## src/rtl/pipeline_pkg.sv

```systemverilog
// pipeline_pkg: shared types and constants for the pipeline control blocks
package pipeline_pkg;
  typedef enum logic {RUN, MD_BUSY} md_state_t;
  localparam logic [4:0] REG_ZERO = 5'd0;
  localparam int MD_LAT_DEF = 4;
endpackage

```

## src/rtl/hazard_detect.sv

```systemverilog
// hazard_detect: combinational hazard and redirect decision for the ID stage
module hazard_detect
  import pipeline_pkg::*;
(
  input  logic [4:0] id_rs,
  input  logic [4:0] id_rt,
  input  logic       id_uses_rs,
  input  logic       id_uses_rt,
  input  logic       id_is_branch,
  input  logic       id_branch_taken,
  input  logic       id_is_jump,
  input  logic       id_is_muldiv,
  input  logic       id_reads_hilo,
  input  logic       ex_mem_read,
  input  logic       ex_reg_write,
  input  logic [4:0] ex_rd,
  input  logic       mem_mem_read,
  input  logic [4:0] mem_rd,
  input  logic       md_busy,
  output logic       hz,
  output logic       redirect
);
  logic rs_dep, rt_dep, ex_match, mem_match, id_cmp;
  logic load_use, br_ex, br_mem, md_hz;
  assign rs_dep    = id_uses_rs && id_rs != REG_ZERO;
  assign rt_dep    = id_uses_rt && id_rt != REG_ZERO;
  assign ex_match  = (rs_dep && ex_rd == id_rs) || (rt_dep && ex_rd == id_rt);
  assign mem_match = (rs_dep && mem_rd == id_rs) || (rt_dep && mem_rd == id_rt);
  // only j/jal/jr raise id_is_jump; jr is the one that reads rs, so rs_dep isolates it
  assign id_cmp    = id_is_branch || id_is_jump;
  assign load_use  = ex_mem_read && ex_match;
  assign br_ex     = id_cmp && ex_reg_write && ex_rd != REG_ZERO && ex_match;
  assign br_mem    = id_cmp && mem_mem_read && mem_match;
  assign md_hz     = md_busy && (id_is_muldiv || id_reads_hilo);
  assign hz        = load_use || br_ex || br_mem || md_hz;
  assign redirect  = !hz && (id_is_jump || (id_is_branch && id_branch_taken));
endmodule

```

## src/rtl/hazard_control_unit.sv

```systemverilog
// hazard_control_unit: pipeline stall/flush sequencer with mul/div busy window
// and a saturating stall-cycle counter.
module hazard_control_unit
  import pipeline_pkg::*;
#(
  parameter int MD_LAT = MD_LAT_DEF,
  parameter int CNT_W  = 32
) (
  input  logic             clk,
  input  logic             reset,
  input  logic [4:0]       id_rs,
  input  logic [4:0]       id_rt,
  input  logic             id_uses_rs,
  input  logic             id_uses_rt,
  input  logic             id_is_branch,
  input  logic             id_branch_taken,
  input  logic             id_is_jump,
  input  logic             id_is_muldiv,
  input  logic             id_reads_hilo,
  input  logic             ex_mem_read,
  input  logic             ex_reg_write,
  input  logic [4:0]       ex_rd,
  input  logic             mem_mem_read,
  input  logic [4:0]       mem_rd,
  output logic             stall,
  output logic             flush,
  output logic             PCsrc,
  output logic             id_ex_bubble,
  output logic             md_busy,
  output logic             md_done,
  output logic [CNT_W-1:0] stall_count
);
  md_state_t  state;
  logic [3:0] md_cnt;
  logic       hz, redirect, issue;
  hazard_detect u_detect (
    .id_rs(id_rs), .id_rt(id_rt), .id_uses_rs(id_uses_rs), .id_uses_rt(id_uses_rt),
    .id_is_branch(id_is_branch), .id_branch_taken(id_branch_taken), .id_is_jump(id_is_jump),
    .id_is_muldiv(id_is_muldiv), .id_reads_hilo(id_reads_hilo), .ex_mem_read(ex_mem_read),
    .ex_reg_write(ex_reg_write), .ex_rd(ex_rd), .mem_mem_read(mem_mem_read), .mem_rd(mem_rd),
    .md_busy(md_busy), .hz(hz), .redirect(redirect)
  );
  assign stall        = hz;
  assign id_ex_bubble = hz;
  assign flush        = redirect;
  assign PCsrc        = redirect;
  assign md_busy      = state == MD_BUSY;
  assign issue        = state == RUN && id_is_muldiv && !hz;
  always_ff @(posedge clk or posedge reset) begin
    if (reset) begin
      state       <= RUN;
      md_cnt      <= '0;
      md_done     <= 1'b0;
      stall_count <= '0;
    end else begin
      if (stall && !(&stall_count)) stall_count <= stall_count + 1'b1;
      // md_done is registered: it is asserted for the cycle in which md_cnt will read 1
      md_done <= state == RUN ? issue && MD_LAT == 1 : md_cnt == 4'd2;
      if (state == RUN) begin
        if (issue) begin
          state  <= MD_BUSY;
          md_cnt <= 4'(MD_LAT);
        end
      end else begin
        md_cnt <= md_cnt - 1'b1;
        if (md_cnt == 4'd1) state <= RUN;
      end
    end
  end
endmodule

```

## config.mk

```make
export PLATFORM = sky130hd
export DESIGN_NAME = hazard_control_unit
export DESIGN_NICKNAME = d
export VERILOG_FILES = /design/src/rtl/pipeline_pkg.sv /design/src/rtl/hazard_detect.sv /design/src/rtl/hazard_control_unit.sv
export SDC_FILE = /design/constraint.sdc
export NUM_CORES = 1
export LEC_CHECK = 0
export ABC_AREA = 1
export CORE_MARGIN = 2
export CORE_UTILIZATION = 51
export CTS_BUF_LIST = sky130_fd_sc_hd__clkbuf_2 sky130_fd_sc_hd__clkbuf_4 sky130_fd_sc_hd__clkbuf_8
export CTS_CLUSTER_DIAMETER = 50
export DETAILED_ROUTE_END_ITERATION = 10
export PLACE_DENSITY = 0.8
export SYNTH_ARGS = -nofsm -noshare
export SYNTH_HDL_FRONTEND = slang
export SYNTH_SLANG_ARGS = --single-unit
```

## constraint.sdc

```tcl
create_clock -name clk -period 2.1 [get_ports clk]
set_input_delay 0.315 -clock clk [delete_from_list [all_inputs] [get_ports clk]]
set_output_delay 0.315 -clock clk [all_outputs]
set_load 0.01 [all_outputs]
```

==> impl_metrics.py <==
metrics = {
    "timing": {
        "slew_headroom": 0.673,
        "rsz0062_at_grt": "false",
        "min_period_ps": 2000,
        "tns_ps": 0,
        "hold_viol_final": 0,
        "worst_slack_ps": 99.1,
        "finalMaxSlewViolations": 0,
        "worstMarginPinSlew_ps": 491,
        "setup_viol": 0,
        "finalHoldWorstSlack_ps": 426,
        "finClkSkew_ps": 9.65,
        "fmax_mhz": 500,
        "timing.final.crit_share": 0.953,
    },
    "critical_path": {
        "crit_type": "in -> out",
        "endpoint_kind": "primary output",
        "worstSetupStartpointType": "primary input",
        "worstPathRequired_ps": 1780,
        "crit_family": "buffers and inverters",
        "slowest_stage": "dlygate4sd2_1",
        "crit_chain": "dlygate4sd2_1, buf_4, xor2_1, nor2_1, nand3_1, nand2_1, nand2_1, nand3_2, buf_4, clkdlybuf4s15_2",
        "crit_arrival_ps": 1690,
        "worst-path-buf-inv": 4,
        "crit_fanout": 3,
        "slowest_delay_ps": 270,
    },
    "die": {
        "rows": 26,
        "die_w_um": 78.1,
        "core_sq_mm": 0.00520,
        "io_pins": 70,
        "initial_utilization": 0.538,
        "dieArea_sq_mm": 0.00610,
        "die-height_um": 78.1,
    },
    "power_and_ir_drop": {
        "clkPwrFrac": 0.226,
        "p_int_mw": 1.52,
        "p_per_area_mw_per_mm2": 660,
        "total_power_mw": 2.43,
        "p_switching_uw": 913,
        "p_comb_frac": 0.388,
        "ir_worst_vdd_mv": 0.501,
        "p_leak_nw": 1.81,
        "switching_share": 0.375,
        "seqPwrFrac": 0.387,
    },
    "flow_run": {
        "max_cap_violations": 0,
    },
    "yosys": {
        "ys_seq_elements": 38,
        "synth_top_cells_by_area": "dfrtp_1 (34%), nand2_1 (20%), xor2_1 (11%), nand3_1 (8.8%), nor2_1 (6.6%)",
        "ys.flop_type": "dfrtp_1",
        "synthCells": 418,
        "yosys.area.top_type": "dfrtp_1",
        "synth_enable_flop_cells": 0,
        "seq_area_frac_synth": 0.340,
        "syn_nets": 454,
        "yosys_warnings": 0,
        "synth_area_sq_mm": 0.00280,
        "synth_area_per_cell_sq_um": 6.70,
        "synth.most_common_cell": "nand2_1",
        "synth_common_cells": "nand2_1 (151), nand3_1 (49), nor2_1 (49)",
        "synth_top_area_share": 0.340,
        "synth_cell_type_count": 23,
        "async_flop_share": 1.00,
    },
    "detailed_routing": {
        "drtPass1Iterations": 5,
        "vias": 2925,
        "routed_wl_um": 7910,
        "drc": 0,
        "postRouteAntennaNets": 0,
        "drt_iter0_drc": 216,
        "vias_per_cell": 5.18,
        "wl_per_cell_um": 14.0,
    },
    "clocking": {
        "clk_path_buf_depth": 2,
        "clock_latency_ps": 300,
        "ctsHoldBuffers": 0,
        "cts.sinks": 38,
        "root_buffer": "clkbuf_8",
        "path_clk_slew_ps": 80,
        "cts_made_buffers": 5,
        "cts_tree": "yes",
        "h-tree-depth": 2,
    },
    "grt": {
        "grt_max_degree": 39,
        "overflow": 0,
        "grt_use_total": 0.271,
        "grt_pass1_wl_um": 13100,
        "antenna_found_initial": 0,
        "grt_pass1_vias": 2722,
    },
    "worst_hold_path": {
        "min_path_type": "in -> async",
    },
    "placement": {
        "dp_hpwl_um": 6160,
        "post_dp_cell_area_sq_mm": 0.00359,
        "port_buffers": 69,
        "routabilityCongestion": 0.938,
        "dp.cells": 557,
        "preCtsSetupSlack_ps": -445,
    },
    "run_status": {
        "status": "finished, final reports clean",
    },
    "finish": {
        "num-nets-final": 530,
        "stdcell_count": 565,
        "n_fill_cell": 444,
        "antennaDiodeCount": 0,
        "finalInstanceArea_sq_mm": 0.00369,
        "final_util": 0.709,
        "drive_gt1_frac": 0.0687,
        "synthToLayoutAreaGrowth_pct": 31.8,
    },
}
## kinds of logic (layout without fill, tap and decap cells)
group,count (synthesis),count (layout),synth area share
adder cells (fa/ha/maj),4,4,0.0179
flip-flops,38,38,0.340
buffers and inverters,49,126,0.0782
AO/OA/AOI/OAI,4,4,0.00805
XOR/XNOR,43,43,0.135
AND/OR/NAND/NOR,280,280,0.422
## cells in the final DEF (no fill, tap or decap)
| master | n |
|---|---|
| clkdlybuf4s15_2 | 3 |
| dlygate4sd2_1 | 18 |
| nor3_1 | 16 |
| o21ai_0 | 1 |
| xnor2_1 | 9 |
| clkinv_2 | 1 |
| nor2_1 | 47 |
| clkbuf_8 | 6 |
| nand2_1 | 151 |
| nand3_2 | 2 |
| buf_8 | 1 |
| nor4_2 | 1 |
| a21oi_1 | 1 |
| ha_1 | 3 |
| nor4_1 | 1 |
| clkdlybuf4s15_1 | 1 |
| nand4_1 | 8 |
| buf_4 | 11 |
| dfrtp_1 | 38 |
| or2_2 | 1 |
| nand3_1 | 48 |
| clkdlybuf4s50_1 | 45 |
| inv_2 | 1 |
| o21ai_1 | 1 |
| o21bai_1 | 1 |
| clkinvlp_4 | 1 |
| nand2_2 | 2 |
| dlymetal6s2s_1 | 2 |
| ha_2 | 1 |
| nor2_2 | 3 |
| xor2_1 | 34 |
| inv_1 | 36 |
## tightest hold or removal path, delay by kind of cell
family | cells | cell delay [ps]
buffers and inverters | 3 | 860
## final timing paths
check | slack [ps] | end | startpoint | depth (start not counted)
max in group asynchronous | 1330 | md_cnt[1] | reset | 3
worst min register to register | 520 | stall_count[31] | stall_count[31] | 2
worst min-delay path | 430 | stall_count[14] | reset | 3
worst max-delay path | 100 | stall | id_rs[3] | 10
worst max register to register | 160 | stall_count[2] | stall_count[3] | 9
min in group clk | 520 | stall_count[31] | stall_count[31] | 2
## final cells by class
type	instances	area [sq um]	share of cell area
clock buffer	6	82.6	0.0224
clock inverter	2	12.5	0.00339
inverter	37	139	0.0377
multi-input combinational	331	1640	0.445
sequential	38	951	0.258
tap	70	87.6	0.0237
timing repair buffer	81	774	0.210
## power groups by stage
stage	sequential [mW]	combinational [mW]	clock, mW
after global placement	0.942	0.917	0
after detailed placement	0.952	0.940	0
after CTS	0.939	0.929	0.553
after floorplan	0.960	0.544	0
after global routing	0.955	1.05	0.576
final	0.941	0.943	0.549
## sequential cells by signal (all words and copies together), names as in the netlist
| signal | cells |
|---|---|
| stall_count | 32 |
| md_busy | 1 |
| md_cnt | 4 |
| md_done | 1 |
## what timing repair did
| item | in CTS | in global routing |
|---|---|---|
| resized for setup | 33 | 6 |
| setup endpoints to repair | 36 | 36 |
| buffers inserted | 0 | 0 |
| endpoints found under the hold margin | 0 | 0 |
## routing by layer
metal,track usage,share of wire,up-vias
li1,-,-,1467
met1,0.399,0.48,1346
met2,0.410,0.45,102
met3,0.0448,0.060,10
met4,0.0825,0.013,0
met5,0,0,-
No activity file was read; power rests on OpenSTA's default activity.
